## config.mk

```make
export PLATFORM = sky130hd
export DESIGN_NAME = gray_to_binary_serial
export DESIGN_NICKNAME = d
export VERILOG_FILES = /design/src/rtl/gray_to_binary_serial.sv
export SDC_FILE = /design/constraint.sdc
export NUM_CORES = 1
export LEC_CHECK = 0
export CORE_UTILIZATION = 51
export CTS_CLUSTER_DIAMETER = 40
export DETAILED_ROUTE_END_ITERATION = 7
export HOLD_SLACK_MARGIN = 0.12
export PLACE_DENSITY = 0.84
export SYNTH_ARGS = -nofsm -noshare
export SYNTH_HDL_FRONTEND = slang
export SYNTH_SLANG_ARGS = --single-unit
```

## constraint.sdc

```tcl
create_clock -name clk -period 2.3 [get_ports clk]
set_clock_uncertainty 0.2 [all_clocks]
set_input_delay 0.69 -clock clk [delete_from_list [all_inputs] [get_ports clk]]
set_output_delay 0.69 -clock clk [all_outputs]
set_load 0.05 [all_outputs]
```

## src/rtl/gray_to_binary_serial.sv

```systemverilog
// Serial-in Gray-code decoder: one Gray bit per handshake (MSB first), binary word out on
// a valid/ready port, with a +/-1 step check against the previously decoded word.
module gray_to_binary_serial #(
    parameter int W = 4
) (
    input  logic         clk,
    input  logic         rst_n,
    input  logic         sync_clr,
    input  logic         sin_bit,
    input  logic         sin_valid,
    output logic         sin_ready,
    output logic [W-1:0] bin_out,
    output logic         out_valid,
    input  logic         out_ready,
    output logic         dir_up,
    output logic         step_err
);

    localparam int CW = (W > 2) ? $clog2(W) : 1;

    typedef enum logic {
        ST_COLLECT = 1'b0,
        ST_PRESENT = 1'b1
    } state_t;

    // Step classification of a new word against the previous one: {dir_up, step_err}.
    function automatic logic [1:0] classify_step(input logic [W-1:0] cur,
                                                 input logic [W-1:0] prev,
                                                 input logic         prev_ok);
        logic [W-1:0] inc;
        logic [W-1:0] dec;
        logic [1:0]   res;
        inc = prev + W'(1);
        dec = prev - W'(1);
        if (!prev_ok) begin
            res = 2'b00;
        end else if (cur == inc) begin
            res = 2'b10;
        end else if (cur == dec) begin
            res = 2'b00;
        end else begin
            res = 2'b01;
        end
        return res;
    endfunction

    state_t        state_r, state_s;
    logic [CW-1:0] cnt_r, cnt_s;
    logic [W-1:0]  acc_r, acc_s;
    logic [W-1:0]  acc_upd_s;
    logic [W:0]    ext_s;
    logic [W-1:0]  bin_r, bin_s;
    logic          out_valid_r, out_valid_s;
    logic          dir_up_r, dir_up_s;
    logic          step_err_r, step_err_s;
    logic [W-1:0]  prev_word_r, prev_word_s;
    logic          prev_valid_r, prev_valid_s;
    logic          sin_ready_r;
    logic          last_bit_s;
    logic [1:0]    step_s;

    // Accumulator with the current bit folded in; the zero above the MSB makes bit W-1 plain.
    always_comb begin
        ext_s     = {1'b0, acc_r};
        acc_upd_s = acc_r;
        for (int i = 0; i < W; i++) begin
            if (int'(cnt_r) == (W - 1 - i)) begin
                acc_upd_s[i] = ext_s[i+1] ^ sin_bit;
            end else begin
                acc_upd_s[i] = acc_r[i];
            end
        end
        last_bit_s = (cnt_r == CW'(W - 1));
        step_s     = classify_step(acc_upd_s, prev_word_r, prev_valid_r);
    end

    // Next-state and datapath update; sync_clr overrides everything.
    always_comb begin
        state_s      = state_r;
        cnt_s        = cnt_r;
        acc_s        = acc_r;
        bin_s        = bin_r;
        out_valid_s  = out_valid_r;
        dir_up_s     = dir_up_r;
        step_err_s   = step_err_r;
        prev_word_s  = prev_word_r;
        prev_valid_s = prev_valid_r;
        if (sync_clr) begin
            state_s      = ST_COLLECT;
            cnt_s        = {CW{1'b0}};
            acc_s        = {W{1'b0}};
            out_valid_s  = 1'b0;
            prev_valid_s = 1'b0;
        end else begin
            case (state_r)
                ST_COLLECT: begin
                    if (sin_valid) begin
                        acc_s = acc_upd_s;
                        if (last_bit_s) begin
                            cnt_s        = {CW{1'b0}};
                            bin_s        = acc_upd_s;
                            out_valid_s  = 1'b1;
                            dir_up_s     = step_s[1];
                            step_err_s   = step_s[0];
                            prev_word_s  = acc_upd_s;
                            prev_valid_s = 1'b1;
                            state_s      = ST_PRESENT;
                        end else begin
                            cnt_s = cnt_r + CW'(1);
                        end
                    end else begin
                        acc_s = acc_r;
                    end
                end
                ST_PRESENT: begin
                    if (out_ready) begin
                        out_valid_s = 1'b0;
                        state_s     = ST_COLLECT;
                    end else begin
                        out_valid_s = 1'b1;
                    end
                end
                default: begin
                    state_s     = ST_COLLECT;
                    cnt_s       = {CW{1'b0}};
                    out_valid_s = 1'b0;
                end
            endcase
        end
    end

    // State and output registers.
    always_ff @(posedge clk or negedge rst_n) begin
        if (!rst_n) begin
            state_r      <= ST_COLLECT;
            cnt_r        <= {CW{1'b0}};
            acc_r        <= {W{1'b0}};
            bin_r        <= {W{1'b0}};
            out_valid_r  <= 1'b0;
            dir_up_r     <= 1'b0;
            step_err_r   <= 1'b0;
            prev_word_r  <= {W{1'b0}};
            prev_valid_r <= 1'b0;
            sin_ready_r  <= 1'b1;
        end else begin
            state_r      <= state_s;
            cnt_r        <= cnt_s;
            acc_r        <= acc_s;
            bin_r        <= bin_s;
            out_valid_r  <= out_valid_s;
            dir_up_r     <= dir_up_s;
            step_err_r   <= step_err_s;
            prev_word_r  <= prev_word_s;
            prev_valid_r <= prev_valid_s;
            sin_ready_r  <= (state_s == ST_COLLECT);
        end
    end

    assign sin_ready = sin_ready_r;
    assign bin_out   = bin_r;
    assign out_valid = out_valid_r;
    assign dir_up    = dir_up_r;
    assign step_err  = step_err_r;

endmodule

```

# After elaboration in Yosys (flattened, before gate mapping)
# Cells that the tools add are included.
# op_classes
add_sub_neg,3
multipliers,0
n_div,0
n_lt_le_gt_ge,0
n_eq_ne,9
n_shift,0
mux,25
bitwise,6
reduce_logical,7
# ops
op,count
$mux 1,14
$mux 2,6
$mux 4,3
$eq 4x4->1,2
$eq 2x2->1 const B,3
$ne 3x3->1 const B,2
$add 4x1->4 const B,1
$pmux 1 s2,2
$reduce_and 2->1,2
$reduce_and 4->1,1
$reduce_bool 2->1,2
$sub 4x1->4 const B,1
$not 1->1,3
$reduce_and 3->1,1
$xor 1x1->1,3
$add 2x1->2 const B,1
$eq 2x1->1 const B,1
$logic_not 2->1,1
$ne 2x2->1 const B,1
# word_totals
ff_bits,16
latch_bits,0
ramBits,0
rom_bits,0
input_bits,6
out_inout_bits,8
elab_cells,59
mem_count,0

# Logic depth before layout (Yosys ltp)
# Gate-level depths: netlist of the first run.
# depth
word_depth,6
ltp_mapped,7
ltp_nobuf,7

# Least setup slack after synthesis of the first run
# No wires, ideal clock.
# synth_path
kind,in2reg
startpoint,input port sin_valid
endpoint,"register dir_up_r, in the netlist dir_up"
setup_ns,0.121
arrival_ns,1.703
required_time_ns,1.979
slack_ns,0.276
cell_stages,5
path_buffers,1
cell_sequence,nor2b_2 nand2_1 or2_2 buf_1 a22o_2
# synth_via
elab_chain_cells,1
# synth_rtl
element,line,text
start: declaration,10,"input logic sin_valid,"
$reduce_and 4->1 (no line),n/a,
end signal: assignment,151,dir_up_r <= dir_up_s;
end: declaration,54,"logic dir_up_r, dir_up_s;"
# No other way between the ends.
# A chain may end at the register's enable or synchronous reset.

# Worst setup path after layout of the first run
# layout_path
startpoint,register cnt_r[0]
endpoint,"register step_err_r, in the netlist step_err"
# layout_via
elab_chain_cells,6
word_cells_on_any_way,15
cone_classes,eq/ne: 6; mux: 7; reduce/logical: 2
# layout_rtl
element,line,text
start: declaration,48,"logic [CW-1:0] cnt_r, cnt_s;"
start signal: assignment,136,cnt_r <= {CW{1'b0}};
start signal: assignment,147,cnt_r <= cnt_s;
$eq 2x1->1 (tied with other cells),67,if (int'(cnt_r) == (W - 1 - i)) begin
$mux 1,67,
$eq 4x4->1,39,end else if (cur == dec) begin
$mux 1,39,
$mux 2,37,end else if (cur == inc) begin
$mux 2,35,if (!prev_ok) begin
end signal: assignment,152,step_err_r <= step_err_s;
end: declaration,55,"logic step_err_r, step_err_s;"
# Several ways; a longest one is shown, not always the timed one.

==> run metrics, run 1 <==
outcome completed; relative slew slack 73.1%; PD cells approximately 600 mW/mm^2; Fin. Hold Viols 0; register bit total from synthesis 16; post-synthesis mux area share roughly 4.8%; Clk network pwr share a little under a quarter; leakage about 0.00054 uW; XOR/XNOR Fraction of Synth Area about an eighth; Seq pwr share 46.4%; CTS resizes 0; core area approximately 0.0016 sq mm; Max Buffers Root-to-Sink 2; Yosys cell types 29; register area share after synthesis ~44%; total number of vias ~710; Max Freq slightly below 0.5 GHz; first-pass GRT wire length 3130 um; die width roughly 44 um; Synth Area in Simple Gates between 15 and 20%; Final Max Slew Viols 0; gpl congestion 0.847; Routed Antenna Nets 0; final setup fails 0; clk_lat worst skew between 0.2 and 0.3 ns; Int Power approximately 450 uW; Final #Nets approximately 130; YS warnings 0; max-cap violation count 0; Critical Path Max Stage Delay approximately 0.43 ns; pre-CTS setup slack -0.298 ns; Setup crit end kind flip-flop; Synth top area share approximately 40%; largest net degree at the start of global routing 11; Port Buf Inserts 13; first drt pass iteration count 4; Netlist Area Pre-Place ~900 sq um; post-synth net total roughly 110; CTS tree yes; switching part of the total power 33.4%; placed instance count between 100 and 150; layout cell share with drive strength beyond 1 a little under a quarter; # DRC 0; Avg WL per Cell ~13 um; Peak VDD IR ~0.42 mV; Total Routing Usage GR approximately 22%; Hold/Removal Path Class reg -> reg; Post-Synth Adder-Cell Area between 8 and 9%; Slew @ Worst Pin slightly above 0.4 ns; Synth area leader dfrtp_1; setup bufs post-CTS 0; Detailed Route Iter0 Violations 9; logic gate share of total power roughly 30%; Overflow after GRT 0; fin cells 140; top post-synthesis cells by area dfrtp_1 41%, ha_1 8.2%, xnor2_1 6.7%, nand2_1 4.9%, xor2_1 3.8%; hold-fix buffer count after cts 0; chip height around 44 um; crit share post-route 90.1%; Clock Pin Slew Worst Setup and Hold Paths 0.10 ns; Rows 14; IO Count 14; final WL between 1500 and 2000 um; RSZ-0062 raised after global routing false; final setup margin approximately 0.23 ns; initial antenna violation count 0; ANT cells 0; Reg-to-Reg Start cnt_r[0]; P_sw 228 uW; vias per cell a little over 5; post-DP HPWL 1380 um; main combinational cell family by area after synthesis simple AND/OR/NAND/NOR gates; Worst Setup SP cnt_r[0]; CTS Root Cell clkbuf_4; Syn-to-layout area delta 25.1%; die area ~0.002 sq mm; instance count of the mapped netlist 93; starting density of the core between 50 and 60%; Fillers ~120; worst path cell trace inv_1 > ha_1 > mux2i_2 > xor2_2 > xnor2_1 > and4b_1 > o31ai_1; syn_area_per_cell around 9.8 sq um; CP max stage cell dfrtp_1; CP arrival ~2.1 ns; critical path class reg -> reg; Hold Crit Start step_err; number of H-tree levels 1; CP max FO 5; number of global-route vias before repair ~730; Critical Path RT roughly 2.3 ns; Compound-Gate Fraction of Synth Area between 10% and 20%; Final Critical Period roughly 2.1 ns; CTS Buf Count 3; Setup crit start kind flip-flop; clk sink count 16
[layout make-up]
class	count	area (sq um)	area share [%]
repair buffers	22	193	16.8
multi-input cells	68	473	41.3
well taps	24	30.0	2.62
inverters	6	22.5	1.97
clock buffers	4	26.3	2.29
flip-flops and latches	16	402	35.0
[stage by stage]
| step | utilization (%) | area [sq um] | hold WS, ns | setup TNS (ns) | total power [uW] |
|---|---|---|---|---|---|
| 2_1_floorplan | - | 916 | 0.194 | 0 | 463 |
| 3_3_place_gp | 70.1 | 1120 | 0.265 | -0.447 | 519 |
| 3_5_place_dp | 70.1 | 1120 | 0.278 | -0.614 | 528 |
| 4_1_cts | 71.7 | 1140 | 0.298 | 0 | 686 |
| 5_1_grt | 71.9 | 1150 | 0.313 | 0 | 719 |
| 6_report | 71.9 | 1150 | 0.288 | 0 | 682 |
[critical path: cells and delay by family, from the launching register on]
family	cells	cell delay, ns
compound gates	1	0.23
xor+xnor	2	0.32
fa+ha+maj	1	0.20
buf+inv	1	0.11
flops	1	0.43
mux	1	0.28
simple gates	1	0.20
[per-layer routing]
| metal | up-vias | global-route usage [%] | wire length [um] |
|---|---|---|---|
| met5 | - | 0 | 0 |
| met4 | 0 | 11.5 | 43 |
| met3 | 4 | 2.45 | 53 |
| met2 | 19 | 39.4 | 876 |
| met1 | 332 | 25.8 | 781 |
| li1 | 357 | - | - |
[path summary, 6_finish.rpt]
kind,cells past startpoint,to,slack [ns]
max,7,step_err,0.23
min,2,step_err,0.29
max reg2reg,7,step_err,0.23
min reg2reg,2,step_err,0.29
max in group asynchronous,2,prev_valid_r,0.95
min in group asynchronous,1,acc_r[2],0.48
[sequential cells by signal (all words and copies together), names as in the netlist]
register and cells:
prev_valid_r 1, out_valid 1, dir_up 1, state_r 1
cnt_r 2, sin_ready 1, prev_word_r 4, step_err 1
acc_r 4
[power groups by stage]
stage / sequential [uW] / clock (uW) / combinational [uW]
after floorplan: 350 / 0 / 113
after global placement: 320 / 0 / 198
after detailed placement: 322 / 0 / 206
after CTS: 316 / 163 / 207
after global routing: 319 / 174 / 226
final: 316 / 158 / 207
[kinds of logic (layout without fill, tap and decap cells)]
kind of cell             Yosys count  count (layout)
AND/OR/NAND/NOR                   30              30
XOR/XNOR                          12              12
AO/OA/AOI/OAI                     16              16
multiplexers                       4               4
buffers and inverters              9              32
adder cells (fa/ha/maj)            6               6
flip-flops                        16              16
[synth_stat cells]
library cell	number
buf_6	1
dfstp_2	1
a21oi_2	1
a22o_2	1
o31ai_1	1
and4b_1	1
a211oi_1	2
dfrtp_1	15
nand2_1	12
xor2_2	1
xor2_1	4
a311oi_1	1
mux2i_1	3
nor4_1	1
nor3_1	3
or2_2	1
a21oi_1	6
mux2i_2	1
o21ai_0	3
nor2_1	8
ha_1	6
inv_1	6
clkbuf_1	1
xnor2_1	7
nand2b_1	2
buf_1	1
a21o_1	1
nor2b_2	1
nand3_1	1
[cells in the final DEF, fill, tap and decap left out, drive strengths merged, types with 5 or more instances in the layout]
cell,synthesis,routed
xor2,5,5
dfrtp,15,15
xnor2,7,7
inv,6,6
nor2,8,8
a21oi,7,7
nand2,12,12
ha,6,6
buf,2,17
Note: power is estimated with default switching activity, not from simulation.
==> run 2: changes to the inputs <==
--- a/config.mk
+++ b/config.mk
@@ -6,4 +6,5 @@
 export NUM_CORES = 1
 export LEC_CHECK = 0
+export CAP_MARGIN = 25
 export CORE_UTILIZATION = 51
 export CTS_CLUSTER_DIAMETER = 40
==> constraint.sdc (replaced) <==
create_clock -name clk -period 2.3 [get_ports clk]
set_clock_uncertainty 0.2 [all_clocks]
set_input_delay 0.345 -clock clk [delete_from_list [all_inputs] [get_ports clk]]
set_output_delay 0.345 -clock clk [all_outputs]
set_load 0.05 [all_outputs]
==> run metrics, run 2 (same netlist as run 1, synthesis figures left out) <==
outcome completed; ANT cells 0 (unchanged); Max Buffers Root-to-Sink 2 (unchanged); pre-CTS setup slack 0.0855 ns (+0.383 ns); Peak VDD IR 0.402 mV (-3.7%); critical path class reg -> out; critical path's top delay family buffers and inverters; largest net degree at the start of global routing 17 (+6); post-route setup TNS 0 ns (unchanged); Avg WL per Cell 12.0 um (-4.5%); Critical Path Max Stage Delay 0.85 ns (+0.42 ns); setup bufs post-CTS 0 (unchanged); Final Max Slew Viols 0 (unchanged); core area 0.00159 sq mm (unchanged); die area 0.00197 sq mm (unchanged); sequential cell area 402 sq um (unchanged); post-DP HPWL 1220 um (-12%); number of global-route vias before repair 680 (-6.5%); CTS Buf Count 3 (unchanged); Routed Antenna Nets 0 (unchanged); max-cap violation count 0 (unchanged); IO Count 14 (unchanged); number of H-tree levels 1 (unchanged); initial antenna violation count 0 (unchanged); RSZ-0062 raised after global routing false; most common cell after layout, fill and taps aside dfrtp_1; layout cell share with drive strength beyond 1 13.5% (-9.8 points); Rows 14 (unchanged); final WL 1620 um (-7.9%); CTS Root Cell clkbuf_4; gpl congestion 0.896 (+5.7%); Hold WS 0.269 ns (-0.0199 ns); biggest registers after layout acc_r: 4 flops, prev_word_r: 4 flops, cnt_r: 2 flops; Final #Nets 124 (-3.9%); most frequent cells in the layout 15 x dfrtp_1, 13 x clkdlybuf4s50_1, 12 x nand2_1, 8 x nor2_1, 7 x xnor2_1; Setup crit start kind flip-flop; area of the multi-input gates 473 sq um (unchanged); clk sink count 16 (unchanged); hold-fix buffer count after cts 0 (unchanged); vias per cell 5.03 (-1.1%); CTS tree yes; Detailed Route Iter0 Violations 7 (-2); worst r2r dst step_err; final setup margin 0.134 ns (-0.0951 ns); # DRC 0 (unchanged); clk_lat worst skew 0.30 ns (about the same); Max Freq 0.462 GHz (-4.4%); Fillers 116 (-2.5%); first-pass GRT wire length 2870 um (-8.4%); relative slew slack 51.1% (-22 points); Clock Pin Slew Worst Setup and Hold Paths 0.10 ns (about the same); worst r2r path cells 7 (unchanged); Final Critical Period 2.17 ns (+0.0951 ns); Hold/Removal Path Class in -> async; final setup fails 0 (unchanged); leakage 0.000498 uW (-8.4%); Slew @ Worst Pin 0.731 ns (+0.329 ns); worst path cell trace clkdlybuf4s50_1; die width 44.4 um (unchanged); chip height 44.4 um (unchanged); starting density of the core 57.5% (unchanged); Critical Path RT 1.75 ns (-0.55 ns); CP max stage cell clkdlybuf4s50_1; crit share post-route 94.2% (+4.1 points); CP Buf/Inv Count 1 (unchanged); Setup crit end kind primary output; total number of vias 679 (-4.6%); Fin. Hold Viols 0 (unchanged); PD cells 635 mW/mm^2 (+6.7%); CP arrival 1.62 ns (-0.45 ns); Final Core Density 70.5% (-1.4 points); Port Buf Inserts 13 (unchanged); setup slack on the worst flop-to-flop path 0.27 ns (+0.04 ns); first drt pass iteration count 4 (unchanged); Total Routing Usage GR 20.8% (-1.2 points); Overflow after GRT 0 (unchanged); Reg-to-Reg Start cnt_r[0]; CP max FO 6 (+1); CTS resizes 0 (unchanged); Syn-to-layout area delta 22.7%
## run 2: changes by cell type in the layout (fill, tap and decap cells not counted)
cell and delta:
buf_12 -1, buf_4 -12, clkbuf_1 -1, clkbuf_8 +1
clkdlybuf4s50_1 +9, dlymetal6s2s_1 -1
## run 2: layout make-up
class	instances	area share, %
multi-input cells	68	42.1
repair buffers	17	14.3
inverters	6	2.00
clock buffers	4	3.23
flip-flops and latches	16	35.7
well taps	24	2.67
## run 2: stage by stage
stage	cell area, sq um	std cells	total power, uW
after CTS	1120	135	722
final	1120	135	713
after detailed placement	1090	131	523
after floorplan	916	93	463
after global routing	1120	135	752
after global placement	1090	131	515
## run 2: routing by layer
metal	vias up	share of wire (%)	global-route usage, %
met5	-	0	0
li1	343	-	-
met4	0	3.3	12.7
met3	7	4.6	7.35
met1	310	44	22.6
met2	19	48	34.7
## run 2: worst max-delay path by stage
stage / depth (start not counted) / from / slack, ns / endpoint
after global placement: 6 / sin_bit / 0.13 / dir_up
final: 1 / prev_word_r[2] / 0.13 / bin_out[2]
after global routing: 1 / prev_word_r[2] / 0.06 / bin_out[2]
after detailed placement: 6 / sin_bit / 0.09 / step_err
after floorplan: 5 / prev_word_r[0] / 0.28 / dir_up
after CTS: 1 / prev_word_r[2] / 0.11 / bin_out[2]
## run 2: power breakdown
group	switching, uW	internal (uW)	leakage (uW)
registers	18.9	296	0.000213
clock network	99.1	96.7	0.0000210
logic	114	88.4	0.000263
total	232	481	0.000498
